==> src/rtl/note_sequencer_pkg.sv <==
// Shared types for the note sequencer: FSM states, note-table entry layout and the end-of-melody marker.
// Entry field widths are fixed here so they line up with the sin_gen increment and the duration field.
package note_seq_pkg;

    localparam int INCR_W = 16;
    localparam int DUR_W  = 8;

    // A duration of zero terminates the melody.
    localparam logic [DUR_W-1:0] END_MARKER_DUR = '0;

    typedef enum logic [2:0] {
        IDLE,
        LOAD,
        CHECK,
        PLAY,
        GAP,
        ADV,
        DONE
    } seq_state_e;

    typedef struct packed {
        logic [INCR_W-1:0] incr;
        logic [DUR_W-1:0]  dur;
        logic [1:0]        vol;
    } note_entry_t;

endpackage

==> src/rtl/note_sequencer_if.sv <==
// Control, table-load and tone-output bundle between the board controls and the note sequencer.
// state is a debug view of the sequencer FSM.
interface note_sequencer_if #(
    parameter int NOTES = 16
);
    import note_seq_pkg::*;

    localparam int IDX_W = $clog2(NOTES);

    logic              sample_tick;
    logic              start;
    logic              stop;
    logic              loop;
    logic              wr_en;
    logic [IDX_W-1:0]  wr_addr;
    logic [INCR_W-1:0] wr_incr;
    logic [DUR_W-1:0]  wr_dur;
    logic [1:0]        wr_vol;

    logic [INCR_W-1:0] increment;
    logic [1:0]        volume;
    logic              mute;
    logic              busy;
    logic [IDX_W-1:0]  note_idx;
    logic              done;
    seq_state_e        state;

    modport master (
        output sample_tick, start, stop, loop, wr_en, wr_addr, wr_incr, wr_dur, wr_vol,
        input  increment, volume, mute, busy, note_idx, done, state
    );

    modport slave (
        input  sample_tick, start, stop, loop, wr_en, wr_addr, wr_incr, wr_dur, wr_vol,
        output increment, volume, mute, busy, note_idx, done, state
    );

endinterface

==> src/rtl/note_sequencer_table.sv <==
// note_table: NOTES-deep single-write/single-read note RAM with a registered read port.
// Contents are deliberately not reset; the melody is loaded by the controls.
module note_table
    import note_seq_pkg::*;
#(
    parameter int NOTES = 16,
    parameter int AW    = $clog2(NOTES)
) (
    input  logic          clk,
    input  logic          wr_en,
    input  logic [AW-1:0] wr_addr,
    input  note_entry_t   wr_data,
    input  logic [AW-1:0] rd_addr,
    output note_entry_t   rd_data
);

    note_entry_t mem_q [NOTES];
    note_entry_t rd_data_q;

    always_ff @(posedge clk) begin
        if (wr_en) begin
            mem_q[wr_addr] <= wr_data;
        end
        rd_data_q <= mem_q[rd_addr];
    end

    assign rd_data = rd_data_q;

endmodule

==> src/rtl/note_sequencer.sv <==
// note_sequencer: plays the stored melody, timing notes in audio sample ticks and driving sin_gen/audio_gen.
// Optional macro SEQ_GAP_EN inserts a muted GAP of GAP_SAMPLES ticks after each note (legato otherwise).
module note_sequencer
    import note_seq_pkg::*;
#(
    parameter int NOTES        = 16,
    parameter int TICK_SAMPLES = 480,
    parameter int GAP_SAMPLES  = 96
) (
    input logic             clk,
    input logic             reset_n,
    note_sequencer_if.slave seq
);

    localparam int IDX_W  = $clog2(NOTES);
    localparam int SAMP_W = (TICK_SAMPLES > 1) ? $clog2(TICK_SAMPLES) : 1;
    localparam int GAP_W  = (GAP_SAMPLES > 1) ? $clog2(GAP_SAMPLES) : 1;
    localparam logic [IDX_W-1:0]  IDX_LAST  = IDX_W'(NOTES - 1);
    localparam logic [SAMP_W-1:0] SAMP_LAST = SAMP_W'(TICK_SAMPLES - 1);
    localparam logic [GAP_W-1:0]  GAP_LAST  = GAP_W'(GAP_SAMPLES - 1);

    seq_state_e        state_q, state_d;
    logic [IDX_W-1:0]  idx_q, idx_d;
    logic [SAMP_W-1:0] samp_q, samp_d;
    logic [DUR_W-1:0]  unit_q, unit_d;
    logic [GAP_W-1:0]  gap_q, gap_d;
    logic [DUR_W-1:0]  dur_q, dur_d;
    logic [INCR_W-1:0] incr_q, incr_d;
    logic [1:0]        vol_q, vol_d;
    logic              mute_q, mute_d;
    logic              sample_tick_q;
    logic              tick;
    note_entry_t       wr_entry;
    note_entry_t       rd_entry;

    // data_ready is a level; only its rising edge is one audio sample.
    assign tick     = seq.sample_tick & ~sample_tick_q;
    assign wr_entry = '{incr: seq.wr_incr, dur: seq.wr_dur, vol: seq.wr_vol};

    note_table #(
        .NOTES (NOTES),
        .AW    (IDX_W)
    ) u_table (
        .clk     (clk),
        .wr_en   (seq.wr_en),
        .wr_addr (seq.wr_addr),
        .wr_data (wr_entry),
        .rd_addr (idx_q),
        .rd_data (rd_entry)
    );

    always_ff @(posedge clk or negedge reset_n) begin
        if (!reset_n) begin
            state_q       <= IDLE;
            idx_q         <= '0;
            samp_q        <= '0;
            unit_q        <= '0;
            gap_q         <= '0;
            dur_q         <= '0;
            incr_q        <= '0;
            vol_q         <= '0;
            mute_q        <= 1'b1;
            sample_tick_q <= 1'b0;
        end else begin
            state_q       <= state_d;
            idx_q         <= idx_d;
            samp_q        <= samp_d;
            unit_q        <= unit_d;
            gap_q         <= gap_d;
            dur_q         <= dur_d;
            incr_q        <= incr_d;
            vol_q         <= vol_d;
            mute_q        <= mute_d;
            sample_tick_q <= seq.sample_tick;
        end
    end

    always_comb begin
        state_d = state_q;
        idx_d   = idx_q;
        samp_d  = samp_q;
        unit_d  = unit_q;
        gap_d   = gap_q;
        dur_d   = dur_q;
        incr_d  = incr_q;
        vol_d   = vol_q;
        mute_d  = mute_q;
        case (state_q)
            IDLE: begin
                mute_d = 1'b1;
                if (seq.start) begin
                    idx_d   = '0;
                    state_d = LOAD;
                end
            end
            LOAD: state_d = CHECK;
            CHECK: begin
                // An end marker at entry 0 is an empty melody; never loop on it.
                if (rd_entry.dur == END_MARKER_DUR) begin
                    if (idx_q == '0 || !seq.loop) begin
                        mute_d  = 1'b1;
                        state_d = DONE;
                    end else begin
                        idx_d   = '0;
                        state_d = LOAD;
                    end
                end else begin
                    incr_d  = rd_entry.incr;
                    vol_d   = rd_entry.vol;
                    dur_d   = rd_entry.dur;
                    mute_d  = 1'b0;
                    state_d = PLAY;
                end
            end
            PLAY: begin
                if (tick) begin
                    if (samp_q == SAMP_LAST) begin
                        samp_d = '0;
                        if (unit_q + DUR_W'(1) == dur_q) begin
                            unit_d = '0;
`ifdef SEQ_GAP_EN
                            mute_d  = 1'b1;
                            state_d = GAP;
`else
                            state_d = ADV;
`endif
                        end else begin
                            unit_d = unit_q + DUR_W'(1);
                        end
                    end else begin
                        samp_d = samp_q + SAMP_W'(1);
                    end
                end
            end
            GAP: begin
                if (tick) begin
                    if (gap_q == GAP_LAST) begin
                        gap_d   = '0;
                        state_d = ADV;
                    end else begin
                        gap_d = gap_q + GAP_W'(1);
                    end
                end
            end
            ADV: begin
                if (idx_q == IDX_LAST) begin
                    if (seq.loop) begin
                        idx_d   = '0;
                        state_d = LOAD;
                    end else begin
                        mute_d  = 1'b1;
                        state_d = DONE;
                    end
                end else begin
                    idx_d   = idx_q + IDX_W'(1);
                    state_d = LOAD;
                end
            end
            DONE: begin
                mute_d  = 1'b1;
                state_d = IDLE;
            end
            default: begin
                mute_d  = 1'b1;
                state_d = IDLE;
            end
        endcase
        // stop overrides everything above, including a pending done.
        if (seq.stop) begin
            state_d = IDLE;
            mute_d  = 1'b1;
            idx_d   = '0;
            samp_d  = '0;
            unit_d  = '0;
            gap_d   = '0;
        end
    end

    assign seq.increment = incr_q;
    assign seq.volume    = vol_q;
    assign seq.mute      = mute_q;
    assign seq.busy      = (state_q != IDLE);
    assign seq.note_idx  = idx_q;
    assign seq.done      = (state_q == DONE);
    assign seq.state     = state_q;

endmodule
==> src/flat_wrapper.sv <==
// flat-port wrapper written by rule: the top's interface ports become plain ports
module note_sequencer_flat import note_seq_pkg::*;
#(
    parameter int NOTES        = 16,
    parameter int TICK_SAMPLES = 480,
    parameter int GAP_SAMPLES  = 96
)
  (clk, reset_n, seq_sample_tick, seq_start, seq_stop, seq_loop, seq_wr_en, seq_wr_addr, seq_wr_incr, seq_wr_dur, seq_wr_vol, seq_increment, seq_volume, seq_mute, seq_busy, seq_note_idx, seq_done, seq_state);
  note_sequencer_if #(.NOTES(NOTES)) seq_i ();
  input logic clk;
  input logic reset_n;
  input wire logic [$bits(seq_i.sample_tick)-1:0] seq_sample_tick;
  input wire logic [$bits(seq_i.start)-1:0] seq_start;
  input wire logic [$bits(seq_i.stop)-1:0] seq_stop;
  input wire logic [$bits(seq_i.loop)-1:0] seq_loop;
  input wire logic [$bits(seq_i.wr_en)-1:0] seq_wr_en;
  input wire logic [$bits(seq_i.wr_addr)-1:0] seq_wr_addr;
  input wire logic [$bits(seq_i.wr_incr)-1:0] seq_wr_incr;
  input wire logic [$bits(seq_i.wr_dur)-1:0] seq_wr_dur;
  input wire logic [$bits(seq_i.wr_vol)-1:0] seq_wr_vol;
  output wire logic [$bits(seq_i.increment)-1:0] seq_increment;
  output wire logic [$bits(seq_i.volume)-1:0] seq_volume;
  output wire logic [$bits(seq_i.mute)-1:0] seq_mute;
  output wire logic [$bits(seq_i.busy)-1:0] seq_busy;
  output wire logic [$bits(seq_i.note_idx)-1:0] seq_note_idx;
  output wire logic [$bits(seq_i.done)-1:0] seq_done;
  output wire logic [$bits(seq_i.state)-1:0] seq_state;
  assign seq_i.sample_tick = seq_sample_tick;
  assign seq_i.start = seq_start;
  assign seq_i.stop = seq_stop;
  assign seq_i.loop = seq_loop;
  assign seq_i.wr_en = seq_wr_en;
  assign seq_i.wr_addr = seq_wr_addr;
  assign seq_i.wr_incr = seq_wr_incr;
  assign seq_i.wr_dur = seq_wr_dur;
  assign seq_i.wr_vol = seq_wr_vol;
  assign seq_increment = seq_i.increment;
  assign seq_volume = seq_i.volume;
  assign seq_mute = seq_i.mute;
  assign seq_busy = seq_i.busy;
  assign seq_note_idx = seq_i.note_idx;
  assign seq_done = seq_i.done;
  assign seq_state = seq_i.state;
  note_sequencer #(.NOTES(NOTES), .TICK_SAMPLES(TICK_SAMPLES), .GAP_SAMPLES(GAP_SAMPLES)) u_core (.clk(clk), .reset_n(reset_n), .seq(seq_i));
endmodule
==> config.mk <==
export PLATFORM = sky130hd
export DESIGN_NAME = note_sequencer_flat
export DESIGN_NICKNAME = d
export VERILOG_FILES = /design/src/rtl/note_sequencer_pkg.sv /design/src/rtl/note_sequencer_if.sv /design/src/rtl/note_sequencer_table.sv /design/src/rtl/note_sequencer.sv /design/src/flat_wrapper.sv
export SDC_FILE = /design/constraint.sdc
export NUM_CORES = 1
export LEC_CHECK = 0
export ABC_AREA = 1
export CORE_MARGIN = 1.5
export CORE_UTILIZATION = 30
export CTS_CLUSTER_SIZE = 10
export DETAILED_ROUTE_END_ITERATION = 10
export HOLD_SLACK_MARGIN = 0.08
export PLACE_DENSITY = 0.42
export SETUP_SLACK_MARGIN = 0.02
export SLEW_MARGIN = 5
export SYNTH_ARGS = -nofsm -noshare
export SYNTH_HDL_FRONTEND = slang
export SYNTH_SLANG_ARGS = --single-unit
export TNS_END_PERCENT = 20
==> constraint.sdc <==
create_clock -name clk -period 2.87 [get_ports clk]
set_input_delay 0.574 -clock clk [delete_from_list [all_inputs] [get_ports clk]]
set_output_delay 0.574 -clock clk [all_outputs]
set_load 0.05 [all_outputs]
==> results.cfg <==
[cts]
clk_latency_ns = 0.62
htreeDepth = 2
cts_buffers = 57
path_clk_slew_ns = 0.06
cts_sinks = 501
postCtsSetupBuffers = 0
cts_buffer_depth = 3
cts_root_buf = clkbuf_16
tritoncts = done

[critical_path]
crit_slowest_cell = clkdlybuf4s50_1
r2r_start = u_core.seq.note_idx[0]
critPathCaptureType = primary output
path_cells = clkdlybuf4s50_1
cp.arrival_ns = 2.20
crit_buf_inv = 1
critPathMaxStageDelay_ns = 0.89
criticalPathCategory = flop to primary output
required_ns = 2.30
cp-start-kind = flop
crit_cells = 1
critical_path.top_delay_family = buffers and inverters
r2r_cells = 6
critical_path.startpoint = u_core.seq.note_idx[0]
worstPathMaxFanout = 28

[logic_synthesis]
synth_cells = 1606
synth_area_leaders = edfxtp_1 64%, dfrtp_1 7.4%, o21ai_0 5.8%, nor2_1 4.9%, nand2_1 4.7%
syn_area_um2 = 19700
synthFlopType = edfxtp_1
yosysSeqAreaShare_pct = 73.7
async_reset_ff_share_pct = 11.8
ys_ff_latch = 501
synth_top_area_cell = edfxtp_1
syn_nets = 1648
yosysWarnings = 0
synth_cell_type_count = 44
synth_top_area_share_pct = 63.6
avgSynthCellArea_um2 = 12.2
synth_edf_count = 416

[worst_hold_path]
holdPathStages = 2
hold_path.class = flop to flop
hold_start = u_core.u_table.rd_data[23]

[flow_run]
cap_violations = 0

[sta]
setup_viol = 0
fin_tns_setup_ns = 0
fin_skew_ns = 0.0248
worstMarginPinSlew_ns = 0.845
max-slew-margin-rel_pct = 43.5
hold_violations = 0
fmax_ghz = 0.361
min_period_ns = 2.77
grt_setup_unrepaired = no
post-route-period-util_pct = 96.6
drv_slew = 0

[global_route]
grt_max_degree = 84
grtUsageTotal_pct = 16.6
antenna_found_initial = 0
grt_pass1_vias = 12700
grt.overflow.total = 0
grt_pass1_wl_mm = 82.6

[routing]
vias = 12700
drt_first_pass_iters = 5
drtIter0Drc = 938
drcViolationCount = 0
via_per_inst = 4.87
wire_per_inst_um = 21.4
wirelength_mm = 55.6
antenna_left = 0

[status]
outcome = finished, final reports clean

[power]
p_per_area_nw_per_um2 = 738
vdd_drop_max_uv = 366
power.leakage_nw = 8.16

[floorplanning]
core_um2 = 64600
start_util_pct = 30.4
die_x_um = 259
die-area_um2 = 67000
core.rowCount = 93
chipHeight_um = 259
pin_count = 65

[placed_design]
place.gp.congestion = 0.760
portBuffers = 64
hpwlAfterDp_mm = 34.2

[finish]
final_core_util_pct = 36.4
drive_above_1_share_pct = 9.69
area_delta_synth_final_pct = 19.7
fill_cells = 6299
nets = 1740
cells by family (layout without fill, tap and decap cells):
family | count (synthesis) | count (layout) | synth area share [%]
adder cells (fa/ha/maj) | 5 | 5 | 0.318
AO/OA/AOI/OAI | 357 | 357 | 10.0
buffers and inverters | 136 | 274 | 2.76
AND/OR/NAND/NOR | 600 | 600 | 12.8
flip-flops | 501 | 501 | 73.7
other | 0 | 1 | 0
multiplexers | 1 | 1 | 0.0509
XOR/XNOR | 6 | 6 | 0.267
final timing paths:
check | end | slack (ns)
setup / recovery | seq_note_idx[0] | 0.1
hold / removal | u_core.seq.increment[13] | 0.42
setup reg to reg | u_core.u_table.rd_data[25] | 0.70
hold reg to reg | u_core.seq.increment[13] | 0.42
max in group asynchronous | u_core.seq.note_idx[0] | 1.76
min in group asynchronous | u_core.unit_q[4] | 0.49
per-stage QoR:
stage               setup WS [ns]  total power [mW]  instance area, um^2  instances  hold slack, ns
finish                     0.0973              17.4                23500       2600           0.424
global route               0.0270              18.0                23500       2599           0.446
detailed placement          0.425              10.8                21800       2493           0.418
floorplan                   0.301              9.89                19700       1606           0.278
CTS                        0.0361              17.6                23500       2599           0.424
global placement            0.432              10.8                21800       2493           0.417
cells in the final DEF (no fill, tap or decap), drive strengths merged, types with 2 or more instances in the layout:
master / count
o21bai: 3
xnor2: 3
nor2: 264
o32ai: 2
dfxtp: 26
nand2: 253
dfrtp: 58
edfxtp: 416
a21oi: 4
nor3: 6
inv: 52
nand3: 35
o22ai: 106
buf: 55
clkdlybuf4s50: 61
nand4: 38
ha: 5
clkinv: 2
a31oi: 3
a21boi: 2
nand3b: 3
xor2: 3
o21ai: 229
clkbuf: 102
registers in the layout (all words and copies together) (netlist names):
| signal | count |
|---|---|
| u_core.seq.note_idx | 4 |
| u_core.seq.state | 3 |
| u_core.u_table.rd_data | 26 |
| u_core.dur_q | 8 |
| u_core.sample_tick_q | 1 |
| u_core.samp_q | 9 |
| u_core.seq.increment | 16 |
| u_core.seq.volume | 2 |
| u_core.unit_q | 8 |
| u_core.u_table.mem_q | 416 |
| u_core.gap_q | 7 |
| u_core.seq.mute | 1 |
metal layers:
layer  track usage (%)  part of all wire, %  vias up
li1                  -                    -     5974
met1              23.1                   47     6397
met2              27.4                   47      235
met3              2.30                  3.8       60
met4              4.30                  1.7        0
met5                 0                    0        -
timing repair:
item / 4_1_cts / 5_1_grt
endpoints found under the hold margin: 19 / 0
resized for setup: 1 / 0
setup endpoints to repair: 1 / 0
hold buffers: 1 / 0
synthesized netlist by cell type, types with 2 or more instances:
cell and number:
nor2_4 6, buf_2 25, nand2_1 247, o32ai_1 2, nand3_1 32, a21boi_0 2
a31oi_1 3, dfrtp_1 58, nor2_2 4, nand2_4 2, xor2_1 3, nand4_1 38
nand3_2 2, o21bai_1 2, a21oi_1 4, dfxtp_1 26, clkbuf_1 59, o21ai_0 228
o22ai_1 106, xnor2_1 3, inv_2 3, ha_1 5, nor2_1 254, nand2_2 4
inv_1 48, nand3b_1 3, nor3_1 5, edfxtp_1 416
layout make-up:
cell class | instances | area [um^2] | area share [%]
Inverter | 51 | 196 | 0.835
Timing Repair Buffer | 118 | 1300 | 5.54
Clock inverter | 3 | 41.3 | 0.175
Tap cell | 855 | 1070 | 4.55
Clock buffer | 102 | 1660 | 7.04
Antenna cell | 1 | 2.50 | 0.0106
Multi-Input combinational cell | 969 | 4760 | 20.2
Sequential cell | 501 | 14500 | 61.6
power by group:
| group | internal, mW | switching (mW) | total (mW) | leakage, nW |
|---|---|---|---|---|
| sequential | 8.25 | 0.204 | 8.45 | 4.75 |
| combinational | 0.656 | 1.50 | 2.15 | 2.60 |
| clock | 3.87 | 2.89 | 6.75 | 0.811 |
| total | 12.8 | 4.59 | 17.4 | 8.16 |
worst min-delay path, cell delays in order, from the launching register on:
cell and delay (ns):
dfxtp_1 0.29, nand2_1 0.05, nand2_1 0.04
(Power assumes the default switching activity.)
